[src/rtl/bcd_cascade_counter_if.sv]
// Control and data bundle for the cascaded BCD counter.
// master drives controls and parallel data; slave is the counter.
interface bcd_cascade_counter_if #(
   parameter int DIGITS = 4
);
   logic                  en;
   logic                  up;
   logic                  load;
   logic [4*DIGITS-1:0]   din;
   logic [4*DIGITS-1:0]   q;
   logic                  co;
   logic                  wrapped;
   logic                  load_err;

   modport master (
      output en, up, load, din,
      input  q, co, wrapped, load_err
   );

   modport slave (
      input  en, up, load, din,
      output q, co, wrapped, load_err
   );
endinterface

[src/rtl/bcd_cascade_counter.sv]
// Cascaded up/down BCD counter with validated parallel load,
// wrap or saturate at terminal count, and carry/borrow out.
module bcd_cascade_counter #(
   parameter int DIGITS = 4,
   parameter bit WRAP   = 1'b1
) (
   input  logic                  clk,
   input  logic                  clr,
   bcd_cascade_counter_if.slave  bus
);

   localparam int W = 4 * DIGITS;

   logic [W-1:0] r_q;
   logic         r_wrapped;
   logic         r_load_err;

   logic [W-1:0] w_step;
   logic         w_term;
   logic         w_din_ok;

   // One step in the current direction; ripple ends with w_term
   // high only when every digit rolled, i.e. terminal count.
   always_comb begin
      w_step = r_q;
      w_term = 1'b1;
      for (int k = 0; k < DIGITS; k++) begin
         if (w_term) begin
            if (bus.up) begin
               if (r_q[4*k +: 4] == 4'd9) begin
                  w_step[4*k +: 4] = 4'd0;
               end else begin
                  w_step[4*k +: 4] = r_q[4*k +: 4] + 4'd1;
                  w_term = 1'b0;
               end
            end else begin
               if (r_q[4*k +: 4] == 4'd0) begin
                  w_step[4*k +: 4] = 4'd9;
               end else begin
                  w_step[4*k +: 4] = r_q[4*k +: 4] - 4'd1;
                  w_term = 1'b0;
               end
            end
         end
      end
   end

   // A load is only accepted if every digit of din is a BCD digit.
   always_comb begin
      w_din_ok = 1'b1;
      for (int k = 0; k < DIGITS; k++) begin
         if (bus.din[4*k +: 4] > 4'd9) begin
            w_din_ok = 1'b0;
         end
      end
   end

   assign bus.co = bus.en & ~bus.load & w_term;

   // Count register: clr, then load, then enable; flags pulse one cycle.
   always_ff @(posedge clk or negedge clr) begin
      if (!clr) begin
         r_q        <= '0;
         r_wrapped  <= 1'b0;
         r_load_err <= 1'b0;
      end else begin
         r_wrapped  <= 1'b0;
         r_load_err <= 1'b0;
         if (bus.load) begin
            if (w_din_ok) begin
               r_q <= bus.din;
            end else begin
               r_load_err <= 1'b1;
            end
         end else if (bus.en) begin
            if (w_term) begin
               r_wrapped <= 1'b1;
            end
            if (!w_term || WRAP) begin
               r_q <= w_step;
            end
         end
      end
   end

   assign bus.q        = r_q;
   assign bus.wrapped  = r_wrapped;
   assign bus.load_err = r_load_err;

endmodule

[src/flat_wrapper.sv]
// flat-port wrapper written by rule: the top's interface ports become plain ports
module bcd_cascade_counter_flat 
#(
   parameter int DIGITS = 4,
   parameter bit WRAP   = 1'b1
)
  (clk, clr, bus_en, bus_up, bus_load, bus_din, bus_q, bus_co, bus_wrapped, bus_load_err);
  bcd_cascade_counter_if #(.DIGITS(DIGITS)) bus_i ();
  input  logic clk;
  input  logic clr;
  input wire logic [$bits(bus_i.en)-1:0] bus_en;
  input wire logic [$bits(bus_i.up)-1:0] bus_up;
  input wire logic [$bits(bus_i.load)-1:0] bus_load;
  input wire logic [$bits(bus_i.din)-1:0] bus_din;
  output wire logic [$bits(bus_i.q)-1:0] bus_q;
  output wire logic [$bits(bus_i.co)-1:0] bus_co;
  output wire logic [$bits(bus_i.wrapped)-1:0] bus_wrapped;
  output wire logic [$bits(bus_i.load_err)-1:0] bus_load_err;
  assign bus_i.en = bus_en;
  assign bus_i.up = bus_up;
  assign bus_i.load = bus_load;
  assign bus_i.din = bus_din;
  assign bus_q = bus_i.q;
  assign bus_co = bus_i.co;
  assign bus_wrapped = bus_i.wrapped;
  assign bus_load_err = bus_i.load_err;
  bcd_cascade_counter #(.DIGITS(DIGITS), .WRAP(WRAP)) u_core (.clk(clk), .clr(clr), .bus(bus_i));
endmodule
[config.mk]
export PLATFORM = sky130hd
export DESIGN_NAME = bcd_cascade_counter_flat
export DESIGN_NICKNAME = d
export VERILOG_FILES = /design/src/rtl/bcd_cascade_counter_if.sv /design/src/rtl/bcd_cascade_counter.sv /design/src/flat_wrapper.sv
export SDC_FILE = /design/constraint.sdc
export NUM_CORES = 1
export LEC_CHECK = 0
export ABC_AREA = 0
export CORE_ASPECT_RATIO = 0.5
export CORE_UTILIZATION = 45
export DETAILED_ROUTE_END_ITERATION = 6
export HOLD_SLACK_MARGIN = 0.05
export PLACE_DENSITY = 0.76
export SYNTH_ARGS = -nofsm -noshare
export SYNTH_HDL_FRONTEND = slang
export SYNTH_SLANG_ARGS = --single-unit
[constraint.sdc]
create_clock -name clk -period 2 [get_ports clk]
set_clock_uncertainty 0.1 [all_clocks]
set_input_delay 0.4 -clock clk [delete_from_list [all_inputs] [get_ports clk]]
set_output_delay 0.4 -clock clk [all_outputs]
set_load 0.05 [all_outputs]
# --- Word-level counts from Yosys, hierarchy flattened ---
# Cells that the tools add are included.
totals:
  romBits: 0
  input_bits: 21
  n_memories: 0
  word_cells: 80
  ram_bits: 0
  output_inout_bits: 19
  reg_bits: 18
  latch_bits: 0
op_classes:
  n_div: 0
  addsub: 8
  bitwise_logic: 3
  shifts: 0
  n_mux: 42
  n_reduce_logical: 12
  eq_ne: 5
  mul: 0
  order_cmp: 4
op_table:
  columns: ["op", "n"]
  rows:
  - ["$mux W4", 15]
  - ["$mux W16", 3]
  - ["$mux W1", 24]
  - ["$add A4 B1 Y4 const B", 4]
  - ["$eq A4 B4 Y1 const B", 4]
  - ["$gt A4 B4 Y1 const B", 4]
  - ["$logic_not A4 Y1", 4]
  - ["$sub A4 B1 Y4 const B", 4]
  - ["$reduce_and A3 Y1", 3]
  - ["$reduce_bool A2 Y1", 4]
  - ["$and A1 B1 Y1", 2]
  - ["$ne A2 B1 Y1 const B", 1]
  - ["$reduce_and A2 Y1", 1]
  - ["$not A1 Y1", 1]

# --- Longest topological paths before layout ---
logic_depth:
  ltp_word: 9
  depth_mapped: 8
  mapped_depth_nobuf: 5

# --- Least setup slack after synthesis ---
# OpenSTA, ideal clock, no wires.
synth_timing:
  path_kind: "reg-to-output"
  start: "register u_core.r_q[8], in the netlist u_core.bus.q[8]"
  end: "output port bus_co"
  required_time_ns: 1.500
  path_stages_with_launch: 6
  n_path_buf: 1
  path_slack_ns: -1.182
  arrival_ns: 2.682
  path_cell_list: "dfrtp_1 -> clkbuf_1 -> nand3_1 -> a2111oi_4 -> nand4_4 -> a2111oi_2"
synth_between:
  elab_chain_len: 6
  word_cells_on_any_way: 8
  cone_classes: "1 x eq/ne; 5 x mux; 1 x bitwise; 1 x reduce/logical"
synth_rtl:
  columns: ["item", "line_no", "rtl"]
  rows:
  - ["start: declaration", "bcd_cascade_counter.sv:14", "logic [W-1:0] r_q;"]
  - ["start signal: assignment", "bcd_cascade_counter.sv:71", "r_q <= bus.din;"]
  - ["start signal: assignment", "bcd_cascade_counter.sv:80", "r_q <= w_step;"]
  - ["$eq A4 B4 Y1 or $logic_not A4 Y1 (tied branches)", "bcd_cascade_counter.sv:30, bcd_cascade_counter.sv:37", null]
  - ["$mux W1, on equally long branches", "bcd_cascade_counter.sv:30, bcd_cascade_counter.sv:37", null]
  - ["$mux W1 (*)", "bcd_cascade_counter.sv:29", "if (bus.up) begin"]
  - ["$mux W1 (*) (2 in a row)", "bcd_cascade_counter.sv:28", "if (w_term) begin"]
  - ["$and A1 B1 Y1 (*)", "bcd_cascade_counter.sv:58", "assign bus.co = bus.en & ~bus.load & w_term;"]
  - ["end: declaration", "flat_wrapper.sv:16", "output wire logic [$bits(bus_i.co)-1:0] bus_co;"]
# Mark *: on every way between the ends. The rest lies on a longest branch, timed or not.

# --- Worst setup path after layout ---
layout_timing:
  start: "register u_core.r_q[11], in the netlist u_core.bus.q[11]"
  end: "output port bus_co"
# Same word-level chain as after synthesis.

==> run summary <==
outcome = finished, violations left
failing checks = negative setup slack
Max-Cap Viols = 0
first-pass GRT wire length = 7.56 mm
final setup vio count = 14
DPL Wire Length = 3.44 mm
Slew Viols, Final = 0
critical path cell sequence = or3_4, a2111oi_4, nand4_4, a2111oi_4, buf_12
Fin. Hold Viols = 0
register area share after synthesis = 27.7%
total I/O pin count = 40
most frequent cells in the layout = buf_4 (45), clkdlybuf4s50_1 (20), o21ai_0 (13), a21oi_1 (13), dfrtp_1 (12)
wirelength, routed = 4.90 mm
full die area = 0.00388 mm2
die height = 44.5 um
Placement Cell Area = 0.00233 mm2
average wire per standard cell = 15.9 um
ANT cells = 0
Power Internal = 0.00175 W
core area = 0.00345 mm2
Leak = 1.01 nW
Syn Nets = 216
residual DRC count = 0
sequential share of power = 20.7%
PortBufs = 39
Post-Synthesis Cell Area = 0.00163 mm2
Initial Util = 47.1%
Clk pwr share = 7.7%
vias in the first global route = 1583
end-of-flow core utilization = 72.7%
total gr overflow = 0
Yosys reg bits = 18
Final Wtd Congestion = 0.837
synthesis warning total = 0
crit share post-route = 132%
headroom to the max-slew limit = 64.4%
layout cells sized above 1 = 38.5%
fin worst setup slack = -0.634 ns
cells on worst reg2reg path = 8
final instance area = 0.00251 mm2
final net count = 279
worst stage delay on the critical path = 0.41 ns
Crit Path Class = reg -> out
unrepaired setup endpoints after global routing = yes
CTS tree = done
Arr. time, crit path = 2.13 ns
Syn Area/Cell = 8.35 um2
Post-Place Setup Slack = -0.823 ns
r2r setup slk = -0.39 ns
Clock H-tree levels = 1
crit start category = flop
worst-skew pair later-pin latency = 0.25 ns
pwr/cell area = 1380 mW/mm2
cts bufs inserted = 3
crit path launch = u_core.bus.q[11]$_DFFE_PN0P_
drt initial violations = 59
CTS max path bufs = 2
Die W = 87.1 um
min Tclk post-route = 2.63 ns
gr usage total = 25.7%
largest net degree at the start of global routing = 26
WP data required = 1.50 ns
most common cell after layout, fill and taps aside = buf_4
worst vdd ir = 0.801 mV
Vias/cell = 5.76
r2r startpoint = u_core.bus.q[11]$_DFFE_PN0P_
post-synthesis cell type count = 52
worst hold path type = in -> async
detailed-route via count = 1773
Most common cell on crit path = a2111oi_4
CTS Hold Buffers Added = 0
Synth-to-Final Area Change = 54.2%
r2r endpoint = u_core.bus.q[14]$_DFFE_PN0P_
switching pwr = 0.00170 W
Sw Ratio = 49.3%
DRT Pass-1 Iters = 4
combinational power share = 71.5%
total power = 0.00345 W
Max Clk Rate = 0.380 GHz
crit end category = output port
CTS root buf = clkbuf_8
slowest stage cell on the critical path = dfrtp_2
clock transition at the registers of the reported paths = 0.07 ns
clock sinks = 18
Worst Setup EP = bus_co
initial antenna violation count = 0
crit-path max FO = 2
Mapped Cells = 195
antenna viol nets, final = 0
Least-Margin Pin Slew = 0.534 ns
std cell rows = 15
registers in the layout, indices dropped and copies added (netlist names):
register             cells
u_core.bus.wrapped       1
u_core.bus.load_err      1
u_core.bus.q            16
synthesized netlist by cell type (all sizes together):
library cell | number | area, um2
a2111oi | 3 | 57.6
a211oi | 1 | 7.51
a21boi | 1 | 7.51
a21oi | 15 | 78.8
a221oi | 1 | 8.76
a222oi | 1 | 10.0
a22oi | 3 | 22.5
a2bb2oi | 4 | 35.0
a311oi | 2 | 17.5
a31o | 1 | 8.76
a32oi | 1 | 8.76
and2 | 2 | 12.5
and4 | 1 | 8.76
buf | 5 | 30.0
clkbuf | 16 | 60.1
clkinv | 1 | 3.75
dfrtp | 18 | 450
inv | 7 | 26.3
mux2 | 11 | 135
mux2i | 4 | 40.0
nand2 | 10 | 45.0
nand2b | 2 | 12.5
nand3 | 12 | 60.1
nand3b | 4 | 30.0
nand4 | 3 | 33.8
nand4b | 1 | 8.76
nor2 | 10 | 37.5
nor2b | 1 | 6.26
nor3 | 6 | 30.0
o211ai | 1 | 7.51
o21a | 1 | 7.51
o21ai | 17 | 88.8
o221a | 1 | 11.3
o22ai | 2 | 12.5
o2bb2ai | 1 | 8.76
o31a | 1 | 8.76
o31ai | 5 | 37.5
or2 | 2 | 12.5
or3 | 7 | 48.8
or4b | 2 | 20.0
xnor2 | 8 | 70.1
worst max-delay path, delay by kind of cell, from the launching register on:
| family | cells | cell delay, ns |
|---|---|---|
| flops | 1 | 0.41 |
| buf+inv | 1 | 0.18 |
| simple gates | 2 | 0.59 |
| compound gates | 2 | 0.69 |
routing by layer:
metal  routed length (um)  up-vias  track usage, %  part of all wire (%)
li1                     -      855               -                     -
met1                 2280      837            35.4                    46
met2                 2230       63            42.2                    46
met3                  248       18            4.85                   5.1
met4                  142        0            6.33                   2.9
met5                    0        -               0                     0
cell type report:
| type | count | area [um2] |
|---|---|---|
| inverter | 8 | 30.0 |
| clock buffer | 4 | 45.0 |
| timing repair buffer | 79 | 769 |
| multi-input combinational | 148 | 1140 |
| sequential | 18 | 458 |
| fill | 242 | 943 |
| tap | 51 | 63.8 |
cell families (layout without fill, tap and decap cells):
logic type / Yosys count / after routing / synth area share [%]
AOI/OAI and AO/OA: 62 / 62 / 27.4
xor gates and xnor gates: 8 / 8 / 4.30
buffers and inverters: 29 / 91 / 7.38
DFF: 18 / 18 / 27.7
muxes: 15 / 15 / 10.8
and+or+nand+nor: 63 / 63 / 22.5
how the worst min path moves through the flow:
stage | from | end | cells after the start | slack, ns
after floorplan | clr | u_core.bus.load_err$_DFF_PN0_ | 0 | 0.004
after global placement | u_core.bus.q[7]$_DFFE_PN0P_ | u_core.bus.q[7]$_DFFE_PN0P_ | 2 | 0.56
after global routing | clr | u_core.bus.wrapped$_DFF_PN0_ | 2 | 0.40
after CTS | clr | u_core.bus.load_err$_DFF_PN0_ | 2 | 0.38
final | clr | u_core.bus.q[13]$_DFFE_PN0P_ | 2 | 0.37
after detailed placement | u_core.bus.q[7]$_DFFE_PN0P_ | u_core.bus.q[7]$_DFFE_PN0P_ | 2 | 0.55
stage by stage:
stage | hold slack (ns) | TNS (ns) | cells
2_1_floorplan | 0.00441 | -0.869 | 195
3_3_place_gp | 0.564 | -8.52 | 300
3_5_place_dp | 0.553 | -9.30 | 300
4_1_cts | 0.380 | -2.47 | 306
5_1_grt | 0.403 | -3.15 | 308
6_report | 0.369 | -2.41 | 308
power by group through the flow:
stage	clock network (W)	registers, W	logic [W]
2_1_floorplan	0	0.00118	0.00110
3_3_place_gp	0	0.000707	0.00232
3_5_place_dp	0	0.000716	0.00238
4_1_cts	0.000267	0.000710	0.00243
5_1_grt	0.000282	0.000731	0.00263
6_report	0.000267	0.000716	0.00247
timing repair:
item	CTS	global route
buffers inserted	2	1
pin swaps	8	2
gates resized for setup	10	13
setup endpoints to repair	18	18
gates cloned	0	1
Power figures use the tool's default switching activity.
